<file path="src/rtl/adder_pkg.sv">
// Shared types and helpers for the pipelined add/subtract unit.
//   nzp_t        : {N,Z,P} condition-code vector
//   stage_ctl_t  : per-stage control bits (valid, carry into the next slice)
//   nzp_f()      : derives {N,Z,P} from a result's MSB and its zero test
package adder_pkg;

  localparam int unsigned NZP_N = 2;
  localparam int unsigned NZP_Z = 1;
  localparam int unsigned NZP_P = 0;

  typedef logic [2:0] nzp_t;

  typedef struct packed {
    logic valid;
    logic carry;
  } stage_ctl_t;

  // Takes the MSB and zero test rather than the sum itself so one helper serves any WIDTH.
  function automatic nzp_t nzp_f(input logic msb, input logic is_zero);
    nzp_t f;
    f        = '0;
    f[NZP_N] = msb;
    f[NZP_Z] = is_zero;
    f[NZP_P] = !msb && !is_zero;
    return f;
  endfunction

endpackage

</file>
<file path="src/rtl/adder_slice.sv">
// Combinational SW-bit ripple-carry slice built from full-adder cells.
// Ports:
//   a, b      : slice operands (b already inverted for subtract)
//   cin       : carry into bit 0
//   s         : slice sum
//   cout      : carry out of the slice MSB
//   c_msb_in  : carry into the slice MSB; cout ^ c_msb_in is signed overflow
module adder_slice #(
  parameter int unsigned SW = 4
) (
  input  logic [SW-1:0] a,
  input  logic [SW-1:0] b,
  input  logic          cin,
  output logic [SW-1:0] s,
  output logic          cout,
  output logic          c_msb_in
);

  logic [SW:0] carry;

  always_comb begin
    carry    = '0;
    s        = '0;
    carry[0] = cin;
    for (int unsigned i = 0; i < SW; i++) begin
      s[i]       = a[i] ^ b[i] ^ carry[i];
      carry[i+1] = (a[i] & b[i]) | (carry[i] & (a[i] ^ b[i]));
    end
  end

  assign cout     = carry[SW];
  assign c_msb_in = carry[SW-1];

endmodule

</file>
<file path="src/rtl/pipelined_adder.sv">
// Pipelined ripple-carry add/subtract unit. A WIDTH-bit operation is split into STAGES equal
// slices of SW = WIDTH/STAGES bits; stage k resolves slice k and registers the carry for k+1.
// Valid/ready handshake on both sides; a stage advances whenever it is empty or the stage
// after it advances, so a full pipe streams one beat per cycle.
// Ports:
//   Clk, Reset           : clock, synchronous active-high reset
//   in_valid/in_ready    : operand handshake (in_ready never depends on in_valid)
//   in_a, in_b, in_sub   : operands; in_sub=1 computes in_a - in_b
//   out_valid/out_ready  : result handshake
//   out_sum, out_cout    : result mod 2^WIDTH, carry out (subtract: 1 = no borrow)
//   out_ovf              : signed two's-complement overflow
//   out_nzp              : {N,Z,P} of out_sum
// Configuration macro:
//   ADD_FLAGS_EN : when defined, out_nzp is registered in the last stage; otherwise tied to 0.
module pipelined_adder #(
  parameter int unsigned WIDTH  = 16,
  parameter int unsigned STAGES = 4
) (
  input  logic             Clk,
  input  logic             Reset,
  input  logic             in_valid,
  output logic             in_ready,
  input  logic [WIDTH-1:0] in_a,
  input  logic [WIDTH-1:0] in_b,
  input  logic             in_sub,
  output logic             out_valid,
  input  logic             out_ready,
  output logic [WIDTH-1:0] out_sum,
  output logic             out_cout,
  output logic             out_ovf,
  output logic [2:0]       out_nzp
);

  import adder_pkg::*;

  localparam int unsigned SW = WIDTH / STAGES;

  if (STAGES < 1 || STAGES > WIDTH || (WIDTH % STAGES) != 0) begin : g_bad_cfg
    $error("pipelined_adder: WIDTH must be a multiple of STAGES and 1 <= STAGES <= WIDTH");
  end

  // Stage registers. Operand regs hold the not-yet-consumed upper bits right-aligned, so every
  // slice reads its operands from bits [SW-1:0]. sum_q holds the resolved low (k+1)*SW bits.
  stage_ctl_t       ctl_q [STAGES];
  logic [WIDTH-1:0] sum_q [STAGES];
  logic [WIDTH-1:0] a_q   [STAGES];
  logic [WIDTH-1:0] b_q   [STAGES];
  logic             ovf_q;

  // Per-stage inputs (from the port for stage 0, from the previous stage otherwise).
  logic [WIDTH-1:0] a_src   [STAGES];
  logic [WIDTH-1:0] b_src   [STAGES];
  logic [WIDTH-1:0] sum_src [STAGES];
  logic             cin_src [STAGES];
  logic             vld_src [STAGES];

  logic [SW-1:0]    s_slice    [STAGES];
  logic             cout_slice [STAGES];
  logic             cmsb_slice [STAGES];
  logic [WIDTH-1:0] sum_nxt    [STAGES];

  logic [STAGES:0]  ready;

  for (genvar k = 0; k < STAGES; k++) begin : g_stage
    if (k == 0) begin : g_first
      assign a_src[k]   = in_a;
      assign b_src[k]   = in_sub ? ~in_b : in_b;
      assign cin_src[k] = in_sub;
      assign sum_src[k] = '0;
      assign vld_src[k] = in_valid;
    end else begin : g_next
      assign a_src[k]   = a_q[k-1];
      assign b_src[k]   = b_q[k-1];
      assign cin_src[k] = ctl_q[k-1].carry;
      assign sum_src[k] = sum_q[k-1];
      assign vld_src[k] = ctl_q[k-1].valid;
    end

    adder_slice #(
      .SW (SW)
    ) u_slice (
      .a        (a_src[k][SW-1:0]),
      .b        (b_src[k][SW-1:0]),
      .cin      (cin_src[k]),
      .s        (s_slice[k]),
      .cout     (cout_slice[k]),
      .c_msb_in (cmsb_slice[k])
    );

    // Bits above the resolved slices are still zero in sum_src, so OR-ing places the slice.
    assign sum_nxt[k] = sum_src[k] | (WIDTH'(s_slice[k]) << (k * SW));
  end

  // Backward ready chain: a stage can load if it is empty or its contents move on this cycle.
  always_comb begin
    ready         = '0;
    ready[STAGES] = out_ready;
    for (int unsigned i = 0; i < STAGES; i++) begin
      ready[STAGES-1-i] = !ctl_q[STAGES-1-i].valid | ready[STAGES-i];
    end
  end

  assign in_ready = ready[0];

  // Valid bits load on every ready; data fields only when a real beat arrives, so bubbles
  // leave the data registers (and hence the idle outputs) untouched.
  always_ff @(posedge Clk) begin
    if (Reset) begin
      for (int unsigned k = 0; k < STAGES; k++) begin
        ctl_q[k] <= '0;
        sum_q[k] <= '0;
        a_q[k]   <= '0;
        b_q[k]   <= '0;
      end
      ovf_q <= 1'b0;
    end else begin
      for (int unsigned k = 0; k < STAGES; k++) begin
        if (ready[k]) begin
          ctl_q[k].valid <= vld_src[k];
          if (vld_src[k]) begin
            ctl_q[k].carry <= cout_slice[k];
            sum_q[k]       <= sum_nxt[k];
            a_q[k]         <= a_src[k] >> SW;
            b_q[k]         <= b_src[k] >> SW;
          end
        end
      end
      // Overflow is carry-into-MSB xor carry-out-of-MSB of the final slice.
      if (ready[STAGES-1] && vld_src[STAGES-1]) begin
        ovf_q <= cmsb_slice[STAGES-1] ^ cout_slice[STAGES-1];
      end
    end
  end

  assign out_valid = ctl_q[STAGES-1].valid;
  assign out_sum   = sum_q[STAGES-1];
  assign out_cout  = ctl_q[STAGES-1].carry;
  assign out_ovf   = ovf_q;

`ifdef ADD_FLAGS_EN
  nzp_t nzp_q;

  always_ff @(posedge Clk) begin
    if (Reset) begin
      nzp_q <= '0;
    end else if (ready[STAGES-1] && vld_src[STAGES-1]) begin
      nzp_q <= nzp_f(sum_nxt[STAGES-1][WIDTH-1], sum_nxt[STAGES-1] == '0);
    end
  end

  assign out_nzp = nzp_q;
`else
  assign out_nzp = 3'b000;
`endif

endmodule

</file>
<file path="config.mk">
export PLATFORM = sky130hd
export DESIGN_NAME = pipelined_adder
export DESIGN_NICKNAME = d
export VERILOG_FILES = /design/src/rtl/adder_pkg.sv /design/src/rtl/adder_slice.sv /design/src/rtl/pipelined_adder.sv
export SDC_FILE = /design/constraint.sdc
export NUM_CORES = 1
export LEC_CHECK = 0
export ABC_AREA = 1
export CORE_AREA = 2 2 64 127
export DETAILED_ROUTE_END_ITERATION = 12
export DIE_AREA = 0 0 66 129
export GPL_ROUTABILITY_DRIVEN = 1
export HOLD_SLACK_MARGIN = 0.08
export PLACE_DENSITY = 0.9
export SLEW_MARGIN = 20
export SYNTH_ARGS = -nofsm -noshare
export SYNTH_HDL_FRONTEND = slang
export SYNTH_SLANG_ARGS = --single-unit
</file>
<file path="constraint.sdc">
create_clock -name Clk -period 5.1 [get_ports Clk]
set_input_delay 1.02 -clock Clk [delete_from_list [all_inputs] [get_ports Clk]]
set_output_delay 1.02 -clock Clk [all_outputs]
set_load 0.02 [all_outputs]
</file>
==> reports/metrics.csv, run 1 <==
stage,metric,value,unit
run_status,status,completed,
routing,vias per std cell,4.58,
synth,cell taking the most area after synthesis,edfxtp_1,
timing,Fin Clk Skew,0.00490,ns
setup_path,Setup CP Type,primary input to primary output,
floorplanning,Initial Util,57.9,%
floorplanning,die area,8510,um^2
final_layout,Ant. Diodes,0,
final_layout,Storage cell area,2900,um^2
floorplanning,Cell Rows,45,
clock_network,Clock Tree Root,clkbuf_16,
synth,"Seq/Total Area, Yosys",66.5,%
setup_path,Critical Path Sink Type,primary output,
setup_path,worst reg2reg path endpoint,sum_q[3][15]$_SDFFCE_PN0P_,
placed_design,number of buffers added on ports,56,
clock_network,clock buffer depth,2,
routing,total number of vias,2362,
routing,drt wl/cell,12.0,um
setup_path,CP startpoint kind,primary input,
placed_design,hpwl dp,4.65,mm
global_routing,largest net degree at the start of global routing,31,
flow_run,max cap viols,0,
timing,Rel. slew slack,35.6,%
clock_network,"CTS clk-pin slew, worst paths",0.06,ns
synth,synthesized flop and latch total,97,
placed_design,Placed Cells,500,
timing,Final setup violation count,0,
final_layout,"most common cell after layout, fill and taps aside",inv_1,
timing,"Slew Viols, Final",0,
setup_path,crit path DAT,2.33,ns
timing,fin worst setup slack,1.75,ns
timing,Fin. Hold Viols,0,
final_layout,# fillers,538,
clock_network,setup bufs post-CTS,0,
timing,fmax,0.299,GHz
clock_network,H-tree levels,3,
timing,RSZ-0062 raised after global routing,no,
floorplanning,I/O Pins,60,
global_routing,initial antenna violation count,0,
timing,Slew @ Worst Pin,0.963,ns
clock_network,CTS sink cnt,97,
setup_path,R2R Path Start,b_q[0][24]$_SDFFCE_PN0P_,
synth,Syn Area/Cell,12.1,um^2
synth,Syn. warnings,0,
setup_path,Worst path depth,4,
synth,main area contributors after synthesis,"edfxtp_1 66%, inv_1 8.4%, nor2_1 7.9%",
setup_path,Worst Setup SP,out_ready,
global_routing,M2 GR Usage,32.0,%
floorplanning,CORE AREA,7540,um^2
final_layout,Finished Layout Cells,516,
setup_path,slowest CP cell,clkdlybuf4s50_1,
worst_hold_path,Worst Hold Class,register to register,
clock_network,worst skew pair latency,0.34,ns
floorplanning,Die Ht,129,um
routing,TritonRoute pass-1 iters,4,
final_layout,Finished Cell Area,5200,um^2
global_routing,Congestion Overflow GR,0,
clock_network,Resize count post-CTS,0,
placed_design,GP Congestion,0.752,
setup_path,CP Max Fanout,3,
global_routing,total track usage,17.0,%
setup_path,CP bufs+invs,2,
setup_path,CP dominant cell by count,clkdlybuf4s50_1,
timing,final setup TNS,0,ns
global_routing,first-pass GRT wire length,10.5,mm
synth,library cells used by synthesis,24,
final_layout,most frequent cells in the layout,"98 x inv_1, 96 x edfxtp_1, 92 x nor2_1, 56 x clkdlybuf4s50_1",
clock_network,CTS tree,built,
setup_path,CP Data Required Time,4.08,ns
pwr,Leak Pwr,2.14,nW
global_routing,vias in the first global route,2460,
synth,post-synthesis cell count,361,
final_layout,share of cells above drive strength 1,6.40,%
pwr,PwrDens,325,nW/um^2
routing,initial DRC count,147,
pwr,peak supply drop,0.000212,V
global_routing,grt met1 use,15.8,%
setup_path,Critical Path Sink,in_ready,
final_layout,Final Core Density,68.9,%
setup_path,"Cell Chain, Critical Path",clkdlybuf4s50_1 > nor2_2 > nand4_2 > clkdlybuf4s50_1,
setup_path,Worst path max stage delay,0.58,ns
setup_path,Reg2Reg Depth,8,
clock_network,# hold bufs at CTS,0,
final_layout,area of the multi-input gates,973,um^2
routing,Final ANT Viol Nets,0,
timing,min Tclk post-route,3.35,ns
setup_path,R2R setup slack,2.68,ns
timing,crit share post-route,65.7,%
final_layout,Layout Area Growth over Synthesis,19.0,%
synth,Synth top area share,66.0,%
routing,drt drc,0,
setup_path,"delay-heaviest family, CP",buffers and inverters,
global_routing,met3 global-route usage,4.28,%
global_routing,GRT busiest layer,met2,
placed_design,"Cell Area, Placed",4940,um^2
synth,Post-Synthesis Cell Area,4370,um^2
floorplanning,Die X,66,um
final_layout,Final nets,469,
routing,Total Wirelength,6.17,mm
placed_design,pre-CTS setup slack,1.63,ns
clock_network,cts bufs inserted,9,
## Yosys cell counts, drive strengths merged
cell / instances
inv: 101
edfxtp: 96
nor2: 94
fa: 15
xnor2: 15
buf: 14
nand2: 12
nand3: 6
nand4: 2
xor2: 2
conb: 1
dfxtp: 1
mux2: 1
o21ai: 1
## final cells by class
type / instances / area share (%)
flip-flops and latches: 97 / 55.9
multi-input cells: 151 / 18.7
repair buffers: 57 / 10.9
inverters: 101 / 7.30
clock buffers: 11 / 4.48
well taps: 94 / 2.26
clock inverters: 5 / 0.433
## stage by stage
step           hold slack [ns]  total power (W)
3_5_place_dp             0.479          0.00112
3_3_place_gp             0.474          0.00110
2_1_floorplan            0.519          0.00105
4_1_cts                  0.492          0.00170
5_1_grt                  0.539          0.00175
6_report                 0.490          0.00169
## report_power, final
| part | leakage (nW) | internal [W] | switching, W | total [W] |
|---|---|---|---|---|
| Combinational | 0.968 | 0.0000691 | 0.0000850 | 0.000154 |
| Sequential | 1.05 | 0.000927 | 0.0000159 | 0.000943 |
| Clock | 0.128 | 0.000325 | 0.000265 | 0.000590 |
## worst min path at each step
stage	from	to	cells past startpoint
2_1_floorplan	a_q[0][16]$_SDFFCE_PN0P_	a_q[0][24]$_SDFFCE_PN0P_	2
3_3_place_gp	out_ovf$_SDFFE_PP0P_	out_ovf$_SDFFE_PP0P_	2
3_5_place_dp	out_ovf$_SDFFE_PP0P_	out_ovf$_SDFFE_PP0P_	2
4_1_cts	out_ovf$_SDFFE_PP0P_	out_ovf$_SDFFE_PP0P_	2
5_1_grt	out_ovf$_SDFFE_PP0P_	out_ovf$_SDFFE_PP0P_	2
6_report	out_ovf$_SDFFE_PP0P_	out_ovf$_SDFFE_PP0P_	2
## cell families (layout without fill, tap and decap cells)
kind of cell	after synthesis	after routing	synth area share, %
and+or+nand+nor	114	114	11.3
adders and majority gates	15	15	6.88
muxes	1	1	0.258
other	1	3	0.0859
xor gates and xnor gates	17	17	3.41
buffers and inverters	115	174	11.5
AOI/OAI and AO/OA	1	1	0.115
DFF	97	97	66.5
## flip-flops by register name, summed over array words and instances (netlist names)
name	flops
ctl_q	8
sum_q	40
out_ovf	1
a_q	24
b_q	24
## routing by layer
metal  wire [um]  vias to the layer above  share of wire, %
met5           0                        -                 0
met4         185                        0               3.0
met3         302                       12               4.9
met2        3690                       68                60
met1        1990                     1089                32
li1            -                     1193                 -
## worst min-delay path, stage by stage, from the launching register on
cell,delay (ns)
dfxtp_1,0.31
nand3_1,0.07
o21ai_0,0.06
No activity file was read; power rests on OpenSTA's default activity.
==> run 2, diff against run 1 <==
--- a/config.mk
+++ b/config.mk
@@ -6,12 +6,12 @@
 export NUM_CORES = 1
 export LEC_CHECK = 0
 export ABC_AREA = 1
-export CORE_AREA = 2 2 64 127
+export CORE_AREA = 2 2 70 139
 export DETAILED_ROUTE_END_ITERATION = 12
-export DIE_AREA = 0 0 66 129
+export DIE_AREA = 0 0 72 141
 export GPL_ROUTABILITY_DRIVEN = 1
 export HOLD_SLACK_MARGIN = 0.08
-export PLACE_DENSITY = 0.9
+export PLACE_DENSITY = 0.81
 export SLEW_MARGIN = 20
 export SYNTH_ARGS = -nofsm -noshare
 export SYNTH_HDL_FRONTEND = slang
==> constraint.sdc (replaced) <==
create_clock -name Clk -period 2.8 [get_ports Clk]
set_input_delay 0.56 -clock Clk [delete_from_list [all_inputs] [get_ports Clk]]
set_output_delay 0.56 -clock Clk [all_outputs]
set_load 0.02 [all_outputs]
==> run 2 against run 1 <==
Register-to-register slack lost 2.3 ns. Sequential power grew 81%. Combinational power grew 79%. Largest power group unchanged. Highest routed layer unchanged.
==> reports/metrics.csv, run 2 (synthesis gave the netlist of run 1 again) <==
stage,metric,value,unit,change
final_layout,Top reg by flops,sum_q,,
setup_path,Setup CP Type,primary input to register,,
routing,Final ANT Viol Nets,0,,unchanged
routing,TritonRoute pass-1 iters,4,,unchanged
clock_network,clock buffer depth,2,,unchanged
timing,fmax,0.400,GHz,
placed_design,number of buffers added on ports,56,,unchanged
floorplanning,Die X,72,um,+9.1%
setup_path,Critical Path Sink Type,register,,
timing,Fin. Hold Viols,0,,unchanged
timing,Fin Clk Skew,0.00489,ns,-0.0000171 ns
clock_network,Clock Tree Root,clkbuf_16,,
pwr,Leak Pwr,2.18,nW,+1.7%
setup_path,CP Max Fanout,2,,-1
clock_network,# hold bufs at CTS,0,,unchanged
clock_network,H-tree levels,3,,unchanged
clock_network,setup bufs post-CTS,0,,unchanged
clock_network,CTS sink cnt,97,,unchanged
setup_path,crit path DAT,2.57,ns,+0.24 ns
global_routing,initial antenna violation count,0,,unchanged
final_layout,max FFs per register,40,,unchanged
worst_hold_path,Worst Hold Class,register to register,,
setup_path,slowest CP cell,clkdlybuf4s50_1,,
floorplanning,Die Ht,141,um,+9.3%
timing,Final setup violation count,0,,unchanged
timing,min Tclk post-route,2.50,ns,
clock_network,cts bufs inserted,9,,unchanged
pwr,PwrDens,614,nW/um^2,+89%
timing,Slew @ Worst Pin,0.657,ns,-0.306 ns
placed_design,GP Congestion,0.683,,-9.2%
setup_path,CP startpoint kind,primary input,,
routing,total number of vias,2313,,-2.1%
setup_path,R2R Path Start,b_q[0][24]$_SDFFCE_PN0P_,,
final_layout,Largest regs,"sum_q: 40 flops, a_q: 24 flops, b_q: 24 flops",,
clock_network,"CTS clk-pin slew, worst paths",0.06,ns,about the same
clock_network,Resize count post-CTS,0,,unchanged
worst_hold_path,Hold Path Origin,out_ovf$_SDFFE_PP0P_,,
placed_design,hpwl dp,3.79,mm,-19%
routing,vias per std cell,4.37,,-4.5%
clock_network,CTS tree,built,,
setup_path,Worst Setup SP,in_b[0],,
timing,"Slew Viols, Final",0,,unchanged
floorplanning,Cell Rows,50,,+11%
floorplanning,CORE AREA,9200,um^2,+22%
timing,crit share post-route,89.2,%,
final_layout,"most common cell after layout, fill and taps aside",inv_1,,
placed_design,"Cell Area, Placed",4970,um^2,+0.71%
timing,fin worst setup slack,0.302,ns,-1.45 ns
final_layout,Ant. Diodes,0,,unchanged
global_routing,largest net degree at the start of global routing,31,,unchanged
timing,final setup TNS,0,ns,unchanged
final_layout,share of cells above drive strength 1,7.29,%,+0.90 points
global_routing,first-pass GRT wire length,9.57,mm,-8.4%
floorplanning,I/O Pins,60,,unchanged
final_layout,Final Core Density,57.5,%,-11 points
global_routing,total track usage,12.3,%,-4.7 points
final_layout,Finished Cell Area,5280,um^2,+1.7%
pwr,peak supply drop,0.000394,V,+86%
floorplanning,die area,10200,um^2,+19%
clock_network,worst skew pair latency,0.34,ns,about the same
setup_path,CP bufs+invs,4,,+2
setup_path,Worst path max stage delay,0.50,ns,-0.08 ns
final_layout,Final nets,472,,+0.64%
timing,RSZ-0062 raised after global routing,no,,
setup_path,"delay-heaviest family, CP",adder cells,,
setup_path,CP Data Required Time,2.87,ns,-1.21 ns
final_layout,Layout Area Growth over Synthesis,21.0,%,
floorplanning,Initial Util,47.5,%,-10 points
run_status,status,completed,,
timing,Rel. slew slack,56.1,%,+20 points
placed_design,pre-CTS setup slack,-0.0617,ns,-1.69 ns
routing,Total Wirelength,5.31,mm,-14%
routing,initial DRC count,94,,-36%
setup_path,"Cell Chain, Critical Path",clkdlybuf4s50_1 > mux2_2 > fa_1 > inv_1 > fa_1 > inv_1 > fa_1 > inv_1 > nor2_1,,
flow_run,max cap viols,0,,unchanged
routing,drt wl/cell,10.0,um,-16%
routing,drt drc,0,,unchanged
global_routing,vias in the first global route,2287,,-7.0%
global_routing,Congestion Overflow GR,0,,unchanged
final_layout,most frequent cells in the layout,"98 x inv_1, 96 x edfxtp_1, 92 x nor2_1, 56 x clkdlybuf4s50_1",,
-- run 2: cell types whose count changed in the layout (fill, tap and decap cells not counted), sizes merged --
| cell | delta |
|---|---|
| buf | +3 |
| bufinv | +2 |
| clkbuf | -2 |
| clkinv | -1 |
| clkinvlp | +1 |
-- run 2: per-stage QoR --
| step | power (W) | hold slack (ns) | cells |
|---|---|---|---|
| after floorplan | 0.00192 | 0.519 | 363 |
| after detailed placement | 0.00202 | 0.501 | 513 |
| after global placement | 0.00201 | 0.472 | 513 |
| final | 0.00324 | 0.506 | 529 |
| after global routing | 0.00336 | 0.533 | 529 |
| after CTS | 0.00327 | 0.513 | 529 |
-- run 2: where the power goes --
group	switching [W]	total (W)	leakage, nW	internal (W)
clock	0.000480	0.00125	0.150	0.000772
combinational	0.000148	0.000276	0.982	0.000128
sequential	0.0000272	0.00171	1.05	0.00169
-- run 2: final cells by class --
class                           count  area [um^2]
Clock buffer                        9          225
Clock inverter                      7         85.1
Fill cell                         701         3910
Inverter                          101          379
Multi-Input combinational cell    151          971
Sequential cell                    97         2900
Tap cell                          104          130
Timing Repair Buffer               60          591
-- run 2: path summary, 6_finish.rpt --
| path | endpoint | slack (ns) | cells past startpoint |
|---|---|---|---|
| worst max-delay path | sum_q[0][3]$_SDFFCE_PN0P_ | 0.30 | 9 |
| worst min-delay path | out_ovf$_SDFFE_PP0P_ | 0.51 | 2 |
| worst max register to register | sum_q[3][15]$_SDFFCE_PN0P_ | 0.34 | 8 |
| worst min register to register | out_ovf$_SDFFE_PP0P_ | 0.51 | 2 |
-- run 2: layer usage --
metal | GRT usage [%] | up-vias | wire, um
li1 | - | 1198 | -
met1 | 12.1 | 1031 | 1970
met2 | 22.6 | 72 | 2910
met3 | 3.43 | 12 | 296
met4 | 6.26 | 0 | 132
met5 | 0 | - | 0
-- run 2: worst register-to-register path: cells and delay by family (launching register included) --
family,cells,cell delay (ns)
fa+ha+maj,4,1.53
buf+inv,3,0.22
flops,1,0.39
simple gates,1,0.05
==> run 3, diff against run 2 <==
--- a/config.mk
+++ b/config.mk
@@ -12,6 +12,7 @@
 export GPL_ROUTABILITY_DRIVEN = 1
 export HOLD_SLACK_MARGIN = 0.08
 export PLACE_DENSITY = 0.81
+export REMOVE_ABC_BUFFERS = 1
 export SLEW_MARGIN = 20
 export SYNTH_ARGS = -nofsm -noshare
 export SYNTH_HDL_FRONTEND = slang
==> run 3 against run 2 <==
Via count shrank 0.52%. Hold slack gained 0.0052 ns. Cell count is the same. Combinational power grew 1%. Worst setup slack lost 0.049 ns. Critical path depth shrank 1. Largest cell class unchanged. Largest power group unchanged. Highest routed layer unchanged.
==> reports/metrics.csv, run 3 (synthesis gave the netlist of run 1 again) <==
stage,metric,value,unit,change
timing,Fin. Hold Viols,0,,unchanged
final_layout,Top reg by flops,sum_q,,
setup_path,CP Max Fanout,2,,unchanged
clock_network,Resize count post-CTS,0,,unchanged
final_layout,share of cells above drive strength 1,6.82,%,-0.47 points
final_layout,Final nets,473,,+0.21%
timing,"Slew Viols, Final",0,,unchanged
setup_path,worst reg2reg path endpoint,out_ovf$_SDFFE_PP0P_,,
setup_path,R2R Path Start,b_q[0][24]$_SDFFCE_PN0P_,,
timing,crit share post-route,91.0,%,+1.8 points
routing,initial DRC count,35,,-63%
clock_network,# hold bufs at CTS,0,,unchanged
final_layout,Ant. Diodes,0,,unchanged
worst_hold_path,Hold EP,out_ovf$_SDFFE_PP0P_,,
timing,Hold WS,0.511,ns,+0.00521 ns
global_routing,first-pass GRT wire length,9.36,mm,-2.2%
setup_path,crit path DAT,2.75,ns,+0.18 ns
clock_network,CTS tree,built,,
timing,min Tclk post-route,2.55,ns,+0.0492 ns
floorplanning,CORE AREA,9200,um^2,unchanged
clock_network,"CTS clk-pin slew, worst paths",0.06,ns,about the same
routing,Final ANT Viol Nets,0,,unchanged
timing,Rel. slew slack,56.5,%,+0.36 points
placed_design,hpwl dp,3.76,mm,-0.67%
worst_hold_path,Hold Path Origin,out_ovf$_SDFFE_PP0P_,,
clock_network,Clock Tree Root,clkbuf_16,,
setup_path,CP startpoint kind,register,,
final_layout,Largest regs,"sum_q: 40 flops, a_q: 24 flops, b_q: 24 flops",,
floorplanning,die area,10200,um^2,unchanged
clock_network,setup bufs post-CTS,0,,unchanged
timing,Slew @ Worst Pin,0.651,ns,-0.00542 ns
pwr,PwrDens,597,nW/um^2,-2.8%
final_layout,most frequent cells in the layout,"98 x inv_1, 96 x edfxtp_1, 92 x nor2_1, 56 x clkdlybuf4s50_1",,
routing,vias per std cell,4.35,,-0.52%
placed_design,GP Congestion,0.695,,+1.8%
pwr,Leak Pwr,2.17,nW,-0.47%
timing,RSZ-0062 raised after global routing,no,,
pwr,peak supply drop,0.000364,V,-7.6%
floorplanning,Die Ht,141,um,unchanged
routing,TritonRoute pass-1 iters,4,,unchanged
run_status,status,completed,,
global_routing,Congestion Overflow GR,0,,unchanged
setup_path,CP Data Required Time,3.00,ns,+0.13 ns
routing,drt wl/cell,10.2,um,+2.1%
setup_path,Setup CP Type,register to register,,
worst_hold_path,WHS Path Cells,2,,unchanged
timing,Fin Clk Skew,0.00287,ns,-0.00201 ns
floorplanning,Die X,72,um,unchanged
global_routing,largest net degree at the start of global routing,31,,unchanged
clock_network,worst skew pair latency,0.33,ns,about the same
final_layout,Finished Cell Area,5260,um^2,-0.52%
clock_network,clock buffer depth,2,,unchanged
placed_design,"Cell Area, Placed",4980,um^2,+0.15%
floorplanning,Initial Util,47.5,%,unchanged
floorplanning,Cell Rows,50,,unchanged
clock_network,CTS sink cnt,97,,unchanged
worst_hold_path,Worst Hold Class,register to register,,
routing,Total Wirelength,5.42,mm,+2.1%
routing,drt drc,0,,unchanged
final_layout,max FFs per register,40,,unchanged
timing,fmax,0.393,GHz,-1.9%
setup_path,Reg2Reg Depth,8,,unchanged
floorplanning,I/O Pins,60,,unchanged
flow_run,max cap viols,0,,unchanged
global_routing,initial antenna violation count,0,,unchanged
timing,Final setup violation count,0,,unchanged
global_routing,vias in the first global route,2242,,-2.0%
final_layout,"most common cell after layout, fill and taps aside",inv_1,,
routing,total number of vias,2301,,-0.52%
placed_design,number of buffers added on ports,56,,unchanged
global_routing,total track usage,12.2,%,-0.093 points
clock_network,cts bufs inserted,9,,unchanged
final_layout,Layout Area Growth over Synthesis,20.4,%,
setup_path,R2R setup slack,0.25,ns,-0.09 ns
clock_network,H-tree levels,3,,unchanged
final_layout,# fillers,713,,+1.7%
setup_path,Critical Path Sink Type,register,,
## run 3: where the power goes
part | switching [W] | total, W | leakage [nW] | internal (W)
Combinational | 0.000150 | 0.000280 | 0.987 | 0.000131
Sequential | 0.0000265 | 0.00171 | 1.05 | 0.00169
Clock | 0.000470 | 0.00114 | 0.135 | 0.000672
## run 3: cell type report
cell class,count,area [um^2],area share [%]
sequential,97,2900,55.2
multi-input combinational,151,971,18.5
tap,104,130,2.48
inverter,101,379,7.21
timing repair buffer,61,598,11.4
clock inverter,6,50.0,0.952
clock buffer,9,225,4.28
## run 3: worst max-delay path by stage
stage | from | to | slack [ns] | depth (start not counted)
after global placement | in_b[0] | sum_q[0][3]$_SDFFCE_PN0P_ | -0.009 | 9
after floorplan | b_q[0][24]$_SDFFCE_PN0P_ | sum_q[3][15]$_SDFFCE_PN0P_ | 0.49 | 8
after CTS | b_q[0][24]$_SDFFCE_PN0P_ | out_ovf$_SDFFE_PP0P_ | 0.21 | 8
final | b_q[0][24]$_SDFFCE_PN0P_ | out_ovf$_SDFFE_PP0P_ | 0.25 | 8
after detailed placement | in_b[0] | sum_q[0][3]$_SDFFCE_PN0P_ | -0.06 | 9
after global routing | b_q[0][24]$_SDFFCE_PN0P_ | out_ovf$_SDFFE_PP0P_ | 0.12 | 8
## run 3: stage by stage
stage	std cells	power, W	worst slack [ns]	setup TNS (ns)	util (%)
6_report	529	0.00314	0.252	0	57.2
3_5_place_dp	514	0.00203	-0.0589	-0.0589	54.2
5_1_grt	529	0.00326	0.115	0	57.2
4_1_cts	529	0.00317	0.211	0	57.2
2_1_floorplan	349	0.00190	0.493	0	-
3_3_place_gp	514	0.00201	-0.00881	-0.00881	54.2
## run 3: per-layer routing
metal | track usage, % | share of wire, %
met4 | 7.35 | 3.1
met1 | 11.8 | 35
met5 | 0 | 0
met3 | 3.36 | 5.3
met2 | 22.1 | 56
## run 3: critical path, stage by stage, from the launching register on
cell	delay, ns
edfxtp_1	0.40
fa_1	0.44
inv_1	0.10
fa_1	0.22
inv_1	0.07
fa_1	0.44
fa_1	0.44
xnor2_1	0.21
o21ai_0	0.11
